[config.mk]
export PLATFORM = sky130hd
export DESIGN_NAME = display_scanner
export DESIGN_NICKNAME = d
export VERILOG_FILES = /design/src/rtl/calc_pkg.sv /design/src/rtl/display_scanner_pkg.sv /design/src/rtl/display_scanner_scan_timer.sv /design/src/rtl/display_scanner.sv
export SDC_FILE = /design/constraint.sdc
export NUM_CORES = 1
export LEC_CHECK = 0
export ABC_AREA = 1
export CORE_MARGIN = 8
export CORE_UTILIZATION = 40
export DETAILED_ROUTE_END_ITERATION = 7
export PLACE_DENSITY = 0.58
export SYNTH_ARGS = -nofsm -noshare
export SYNTH_HDL_FRONTEND = slang
export SYNTH_SLANG_ARGS = --single-unit
[constraint.sdc]
create_clock -name clk_i -period 4.83 [get_ports clk_i]
set_clock_uncertainty 0.15 [all_clocks]
set_input_delay 0.966 -clock clk_i [delete_from_list [all_inputs] [get_ports clk_i]]
set_output_delay 0.966 -clock clk_i [all_outputs]
set_load 0.01 [all_outputs]
[src/rtl/calc_pkg.sv]
// Shared calculator types: the BCD number format and the 7-segment decoder.
package calc_pkg;
    localparam int NumDigits = 8;
    localparam int ShiftW    = $clog2(NumDigits);
    localparam int ExpW      = 4;

    typedef struct packed {
        logic [NumDigits-1:0][3:0] sig;
        logic [ExpW-1:0]           exponent;
    } num_t;

    // Segment bits 0..6 are a..g; bit 7 (decimal point) is left clear.
    function automatic logic [7:0] bcd2segments(input logic [3:0] bcd);
        logic [7:0] seg;
        case (bcd)
            4'd0:    seg = 8'h3F;
            4'd1:    seg = 8'h06;
            4'd2:    seg = 8'h5B;
            4'd3:    seg = 8'h4F;
            4'd4:    seg = 8'h66;
            4'd5:    seg = 8'h6D;
            4'd6:    seg = 8'h7D;
            4'd7:    seg = 8'h07;
            4'd8:    seg = 8'h7F;
            4'd9:    seg = 8'h6F;
            default: seg = 8'h00;
        endcase
        return seg;
    endfunction
endpackage

[src/rtl/display_scanner_pkg.sv]
// Types local to the display scanner.
package display_scanner_pkg;
    typedef enum logic [1:0] {
        ST_IDLE    = 2'd0,
        ST_ANALYZE = 2'd1,
        ST_BUILD   = 2'd2
    } state_t;
endpackage

[src/rtl/display_scanner_scan_timer.sv]
// Free-running digit scan: refresh divider, scan index, frame counter, blink phase.
module scan_timer #(
    parameter int NumDigits  = 8,
    parameter int RefreshDiv = 1024,
    parameter int BlinkDiv   = 64
) (
    input  logic                         clk_i,
    input  logic                         rst_i,
    output logic [$clog2(NumDigits)-1:0] scan_idx_o,
    output logic                         blink_on_o
);
    localparam int IdxW = $clog2(NumDigits);
    localparam int RefW = $clog2(RefreshDiv);
    localparam int FrmW = (BlinkDiv > 1) ? $clog2(BlinkDiv) : 1;

    logic [RefW-1:0] ref_cnt_q;
    logic [FrmW-1:0] frame_cnt_q;

    always_ff @(posedge clk_i) begin
        if (rst_i) begin
            ref_cnt_q   <= '0;
            scan_idx_o  <= '0;
            frame_cnt_q <= '0;
            blink_on_o  <= 1'b1;
        end else if (ref_cnt_q == RefW'(RefreshDiv - 1)) begin
            ref_cnt_q <= '0;
            if (scan_idx_o == IdxW'(NumDigits - 1)) begin
                scan_idx_o <= '0;
                if (frame_cnt_q == FrmW'(BlinkDiv - 1)) begin
                    frame_cnt_q <= '0;
                    blink_on_o  <= ~blink_on_o;
                end else begin
                    frame_cnt_q <= frame_cnt_q + FrmW'(1);
                end
            end else begin
                scan_idx_o <= scan_idx_o + IdxW'(1);
            end
        end else begin
            ref_cnt_q <= ref_cnt_q + RefW'(1);
        end
    end
endmodule

[src/rtl/display_scanner.sv]
// Accepts a BCD number, builds a segment frame digit by digit into a shadow
// buffer, commits it atomically, and scans the committed frame onto the display.
//
// Handshake: a number is taken on any rising edge where num_valid_i and
// num_ready_o are both high; num_ready_o is registered and never depends on
// num_valid_i, and num_valid_i is ignored while a conversion is in flight.
module display_scanner
    import calc_pkg::*;
    import display_scanner_pkg::*;
#(
    parameter int NumDigits  = calc_pkg::NumDigits,
    parameter int RefreshDiv = 1024,
    parameter int BlinkDiv   = 64
) (
    input  logic                 clk_i,
    input  logic                 rst_i,
    input  logic                 num_valid_i,
    output logic                 num_ready_o,
    input  num_t                 num_i,
    input  logic                 override_shift_amount_i,
    input  logic [ShiftW-1:0]    new_shift_amount_i,
    input  logic                 blank_zeros_i,
    input  logic                 blink_i,
    output logic [NumDigits-1:0] digit_sel_o,
    output logic [7:0]           segments_o,
    output state_t               state_o
);
    localparam int IdxW = $clog2(NumDigits);

    state_t                     state_q, state_d;
    logic [IdxW-1:0]            cnt_q;
    logic [NumDigits-1:0][3:0]  sig_q;
    logic [IdxW-1:0]            p_q, dp_q, msd_q, shift_q;
    logic                       ovr_q, blank_q, msd_found_q, dp_none_q;
    logic [ShiftW-1:0]          new_shift_q;
    logic [NumDigits-1:0][7:0]  shadow_q, active_q, shadow_d;
    logic                       accept;
    logic [IdxW-1:0]            p_in, dp_upd, msd_upd, shift_ovr, dp_fin, shift_fin;
    logic                       nz, dp_none_fin;
    logic [IdxW:0]              src;
    logic [7:0]                 seg_w;
    logic [IdxW-1:0]            scan_idx;
    logic                       blink_on;

    assign accept  = num_valid_i && num_ready_o;
    assign state_o = state_q;

    always_ff @(posedge clk_i) begin
        if (rst_i) state_q <= ST_IDLE;
        else       state_q <= state_d;
    end

    always_comb begin
        state_d = state_q;
        case (state_q)
            ST_IDLE:    if (accept) state_d = ST_ANALYZE;
            ST_ANALYZE: if (cnt_q == '0) state_d = ST_BUILD;
            ST_BUILD:   if (cnt_q == IdxW'(NumDigits - 1)) state_d = ST_IDLE;
            default:    state_d = ST_IDLE;
        endcase
    end

    // ANALYZE walks i downward, so the last qualifying digit below P is the lowest one.
    always_comb begin
        p_in = (int'(num_i.exponent) > NumDigits - 1) ? '0
             : IdxW'(NumDigits - 1 - int'(num_i.exponent));
        nz          = (sig_q[cnt_q] != 4'd0);
        dp_upd      = (nz && cnt_q < p_q) ? p_q - cnt_q : dp_q;
        msd_upd     = (nz && !msd_found_q) ? cnt_q : msd_q;
        shift_ovr   = (int'(new_shift_q) > NumDigits - 1) ? IdxW'(NumDigits - 1)
                    : IdxW'(new_shift_q);
        dp_none_fin = ovr_q && (shift_ovr > p_q);
        dp_fin      = ovr_q ? p_q - shift_ovr : dp_upd;
        shift_fin   = ovr_q ? shift_ovr : p_q - dp_upd;

        src   = {1'b0, cnt_q} + {1'b0, shift_q};
        seg_w = 8'h00;
        if (int'(src) <= NumDigits - 1) seg_w = bcd2segments(sig_q[src[IdxW-1:0]]);
        if (blank_q && src > {1'b0, msd_q} && (dp_none_q || cnt_q > dp_q)) seg_w = 8'h00;
        if (!dp_none_q && cnt_q == dp_q) seg_w[7] = 1'b1;

        shadow_d        = shadow_q;
        shadow_d[cnt_q] = seg_w;
    end

    always_ff @(posedge clk_i) begin
        if (rst_i) begin
            cnt_q       <= '0;
            sig_q       <= '0;
            p_q         <= '0;
            dp_q        <= '0;
            msd_q       <= '0;
            shift_q     <= '0;
            ovr_q       <= 1'b0;
            blank_q     <= 1'b0;
            msd_found_q <= 1'b0;
            dp_none_q   <= 1'b0;
            new_shift_q <= '0;
            shadow_q    <= '0;
            active_q    <= '0;
            num_ready_o <= 1'b0;
        end else begin
            num_ready_o <= (state_d == ST_IDLE);
            case (state_q)
                ST_IDLE: if (accept) begin
                    sig_q       <= num_i.sig;
                    p_q         <= p_in;
                    ovr_q       <= override_shift_amount_i;
                    new_shift_q <= new_shift_amount_i;
                    blank_q     <= blank_zeros_i;
                    cnt_q       <= IdxW'(NumDigits - 1);
                    dp_q        <= '0;
                    msd_q       <= '0;
                    msd_found_q <= 1'b0;
                    dp_none_q   <= 1'b0;
                end
                ST_ANALYZE: begin
                    dp_q        <= dp_upd;
                    msd_q       <= msd_upd;
                    msd_found_q <= msd_found_q | nz;
                    if (cnt_q == '0) begin
                        shift_q   <= shift_fin;
                        dp_q      <= dp_fin;
                        dp_none_q <= dp_none_fin;
                    end else begin
                        cnt_q <= cnt_q - IdxW'(1);
                    end
                end
                ST_BUILD: begin
                    shadow_q <= shadow_d;
                    if (cnt_q == IdxW'(NumDigits - 1)) begin
                        active_q <= shadow_d;
                        cnt_q    <= '0;
                    end else begin
                        cnt_q <= cnt_q + IdxW'(1);
                    end
                end
                default: ;
            endcase
        end
    end

    scan_timer #(
        .NumDigits (NumDigits),
        .RefreshDiv(RefreshDiv),
        .BlinkDiv  (BlinkDiv)
    ) u_scan_timer (
        .clk_i     (clk_i),
        .rst_i     (rst_i),
        .scan_idx_o(scan_idx),
        .blink_on_o(blink_on)
    );

    always_ff @(posedge clk_i) begin
        if (rst_i) begin
            digit_sel_o <= NumDigits'(1);
            segments_o  <= 8'h00;
        end else begin
            digit_sel_o <= NumDigits'(1) << scan_idx;
            segments_o  <= (blink_i && !blink_on) ? 8'h00 : active_q[scan_idx];
        end
    end
endmodule
==> metrics.md <==
| Metric | Value |
|---|---|
| Post-synth cell types | `42` |
| Post-route ant nets | `0` |
| Initial antenna violation count | `0` |
| Reg-to-reg startpoint | `cnt_q[0]` |
| Largest net degree at the start of global routing | `98` |
| # diodes | `0` |
| IO Port Bufs | `63` |
| Fin. Hold Viols | `0` |
| Clock Latency Late Sink | `0.53 ns` |
| Design area | `13,100 µm²` |
| Most common flop cell mapped by yosys | `dfxtp_1` |
| Fin crit period | `3.85 ns` |
| Total grt overflow | `0` |
| Starting DRT DRC Count | `816` |
| Syn Nets | `1,801` |
| Hold Path Sink | `u_scan_timer.ref_cnt_q[0]` |
| Slowest CP cell | `dfxtp_1` |
| CTS H-Tree Depth | `1` |
| Num ports | `64` |
| Multiplexer area fraction after synthesis | `0%` |
| Clk root buf | `clkbuf_16` |
| Worst-case reg-to-reg path depth | `14` |
| # resized after CTS | `0` |
| Post-CTS setup buffers | `0` |
| Placed instance area | `12,200 µm²` |
| Core box area | `27,800 µm²` |
| Static Leak | `5.87 nW` |
| Simple-Gate Fraction of Synth Area | `29.0%` |
| Initial Util | `40.7%` |
| Hold-fix buffers at CTS | `0` |
| Global Route Usage Sum | `17.8%` |
| Register area share after synthesis | `39.1%` |
| Compound-cell area share of the yosys netlist | `14.1%` |
| DR vias | `10,529` |
| FMAX | `260 MHz` |
| Max_slew headroom | `27.1%` |
| CTS Buffer Depth | `3` |
| Met3 Usage GRT | `2.40%` |
| Mean routed wirelength per cell | `14.3 µm` |
| Post-synth EDFFs | `0` |
| Buf+Inv Stages, Crit Path | `3` |
| Hold_sp | `u_scan_timer.ref_cnt_q[0]` |
| Total Nets Final | `1,824` |
| Async set-or-reset flop fraction in the synthesized netlist | `0%` |
| Peak-usage layer in the global routing report | `met2` |
| Flop-to-flop setup slack | `0.98 ns` |
| Commonest cells after routing, fill and taps aside | `305 x nand2_1, 270 x nor2_1, 259 x inv_1` |
| Sequential power share | `27.9%` |
| Worst path max stage delay | `0.69 ns` |
| Final core occ | `47.1%` |
| Post-Synthesis Cells | `1,716` |
| Met1 GRT Util | `23.3%` |
| #FFs+latches synth | `221` |
| WL final | `30.5 mm` |
| Syn Std Cell Area | `11,300 µm²` |
| Power density over the cells | `621 nW/µm²` |
| Endpoints failing setup | `0` |
| CP endpoint kind | `register` |
| Final GP Congestion | `0.808` |
| XOR/XNOR share of the synthesized area | `0.841%` |
| Placement Setup Slack | `1.04 ns` |
| Critical path, cell by cell | `ha_1 > fa_1 > inv_2 > a21oi_1 > o21ai_0 > nand2_1 > o21ai_0 > inv_1 > ha_1 > o211ai_2 > nand3_1 > nand3_1 > nand2_1 > inv_1` |
| Sw Ratio | `45.1%` |
| Vias in the first global route | `9,821` |
| Max-cap viol count | `0` |
| Crit path arrival time | `4.17 ns` |
| Die Y | `184 µm` |
| Via density | `4.93` |
| Status | `finished, final reports clean` |
| Worst Path Class, Setup | `reg -> reg` |
| Worst hold path type | `reg -> reg` |
| Synth Area per Inst | `6.59 µm²` |
| Worst Max-Slew Pin Slew | `1.09 ns` |
| Row cnt | `61` |
| Hold path depth | `1` |
| Synth warn | `0` |
| Largest family of logic cells by synthesized area | `simple AND/OR/NAND/NOR gates` |
| Met2 Resource Use GR | `30.6%` |
| Chip width | `184 µm` |
| RR Endpoint | `shadow_q[29]` |
| Layout cells sized above 1 | `4.95%` |
| Fin. max-slew vios | `0` |
| Area growth syn-to-layout | `15.8%` |
| CTS tree | `yes` |
| Logic pwr share | `46.7%` |
| Psw | `3.66 mW` |
| Dpl hpwl | `19.7 mm` |
| CP top delay family | `adder cells` |
| CTS buffer count | `26` |
| Max VDD drop | `378 µV` |
| Final cycle utilization of the critical path | `79.7%` |
| Residual DRC | `0` |
| Worst Path Max Fanout | `16` |
| CTS sink count | `221` |
| Most common cell after layout, fill and taps aside | `nand2_1` |
| First-pass detailed-route iteration total | `8` |
| Crit start category | `register` |
| Unrepaired setup endpoints after global routing | `no` |
| CTS clk-pin slew, worst paths | `0.06 ns` |
| First-pass GRT wire length | `49.9 mm` |
| Clock share of power | `25.4%` |
| Die footprint | `33,900 µm²` |
| Required time of the critical path | `5.15 ns` |
| Setup slack after layout | `0.982 ns` |
| Pint | `4.46 mW` |
| Post-route setup TNS | `0 ns` |
| Adder-cell area share of the yosys netlist | `4.69%` |
-- through the flow --
stage / hold slack [ns] / std cells / power (mW)
global route: 0.339 / 2136 / 8.73
floorplan: 0.268 / 1716 / 5.02
detailed placement: 0.300 / 2089 / 6.09
global placement: 0.283 / 2089 / 6.05
finish: 0.305 / 2136 / 8.12
CTS: 0.315 / 2136 / 8.18
-- worst register-to-register path, cell delays in order, from the launching register on --
cell and delay [ns]:
dfxtp_1 0.69, ha_1 0.28, fa_1 0.57, inv_2 0.21
a21oi_1 0.05, o21ai_0 0.07, nand2_1 0.06, o21ai_0 0.45
inv_1 0.13, ha_1 0.23, o211ai_2 0.48, nand3_1 0.18
nand3_1 0.12, nand2_1 0.07, inv_1 0.05
-- worst max-delay path by stage --
stage | from | end | slack (ns) | cells after the start
6_report | cnt_q[0] | shadow_q[29] | 0.98 | 14
5_1_grt | cnt_q[0] | shadow_q[29] | 0.65 | 14
3_3_place_gp | cnt_q[0] | active_q[5] | 1.15 | 14
3_5_place_dp | cnt_q[0] | active_q[5] | 1.04 | 14
2_1_floorplan | cnt_q[0] | active_q[13] | 1.92 | 15
4_1_cts | cnt_q[0] | active_q[5] | 1.01 | 14
-- cells by family after synthesis --
group	count (synthesis)
buf+inv	355
xor+xnor	10
simple gates	790
fa+ha+maj	40
compound gates	300
flops	221
-- Yosys cell counts (4+ instances only) --
cell / count / area [µm²]
a21oi_1: 127 / 636
a31oi_1: 11 / 68.8
buf_1: 7 / 26.3
buf_2: 7 / 35.0
buf_6: 4 / 45.0
clkbuf_1: 62 / 233
dfxtp_1: 221 / 4420
fa_1: 4 / 80.1
ha_1: 36 / 450
inv_1: 260 / 976
inv_2: 9 / 33.8
nand2_1: 306 / 1150
nand3_1: 194 / 971
nor2_1: 270 / 1010
nor3b_1: 4 / 30.0
o211ai_1: 8 / 60.1
o21ai_0: 132 / 661
o21ai_1: 9 / 45.0
xor2_1: 8 / 70.1
-- layer usage --
| metal | up-vias | wire length [µm] |
|---|---|---|
| met5 | - | 0 |
| met4 | 0 | 554 |
| met3 | 44 | 1370 |
| met2 | 219 | 14200 |
| met1 | 4808 | 14400 |
| li1 | 5458 | - |
-- area by class of cell --
cell class | instances | area [µm²]
clock buffers | 39 | 761
flip-flops and latches | 221 | 4430
repair buffers | 76 | 738
inverters | 274 | 1030
clock inverters | 8 | 140
multi-input cells | 1140 | 5520
well taps | 378 | 473
fillers | 2918 | 14700
-- flip-flops by register name (all words and copies together) (netlist names), 2 cells and up --
register	cells
dp_q	3
u_scan_timer.ref_cnt_q	10
new_shift_q	3
active_q	64
p_q	3
u_scan_timer.frame_cnt_q	6
shadow_q	64
digit_sel_o	8
msd_q	3
u_scan_timer.scan_idx_o	3
sig_q	32
state_o	2
cnt_q	3
segments_o	8
shift_q	3
-- power groups by stage --
stage / clock network (mW) / registers (mW) / logic (mW)
finish: 2.06 / 2.27 / 3.79
global route: 2.20 / 2.30 / 4.24
CTS: 2.11 / 2.27 / 3.81
detailed placement: 0 / 2.30 / 3.78
global placement: 0 / 2.30 / 3.75
floorplan: 0 / 2.25 / 2.77
(Power assumes the default switching activity.)
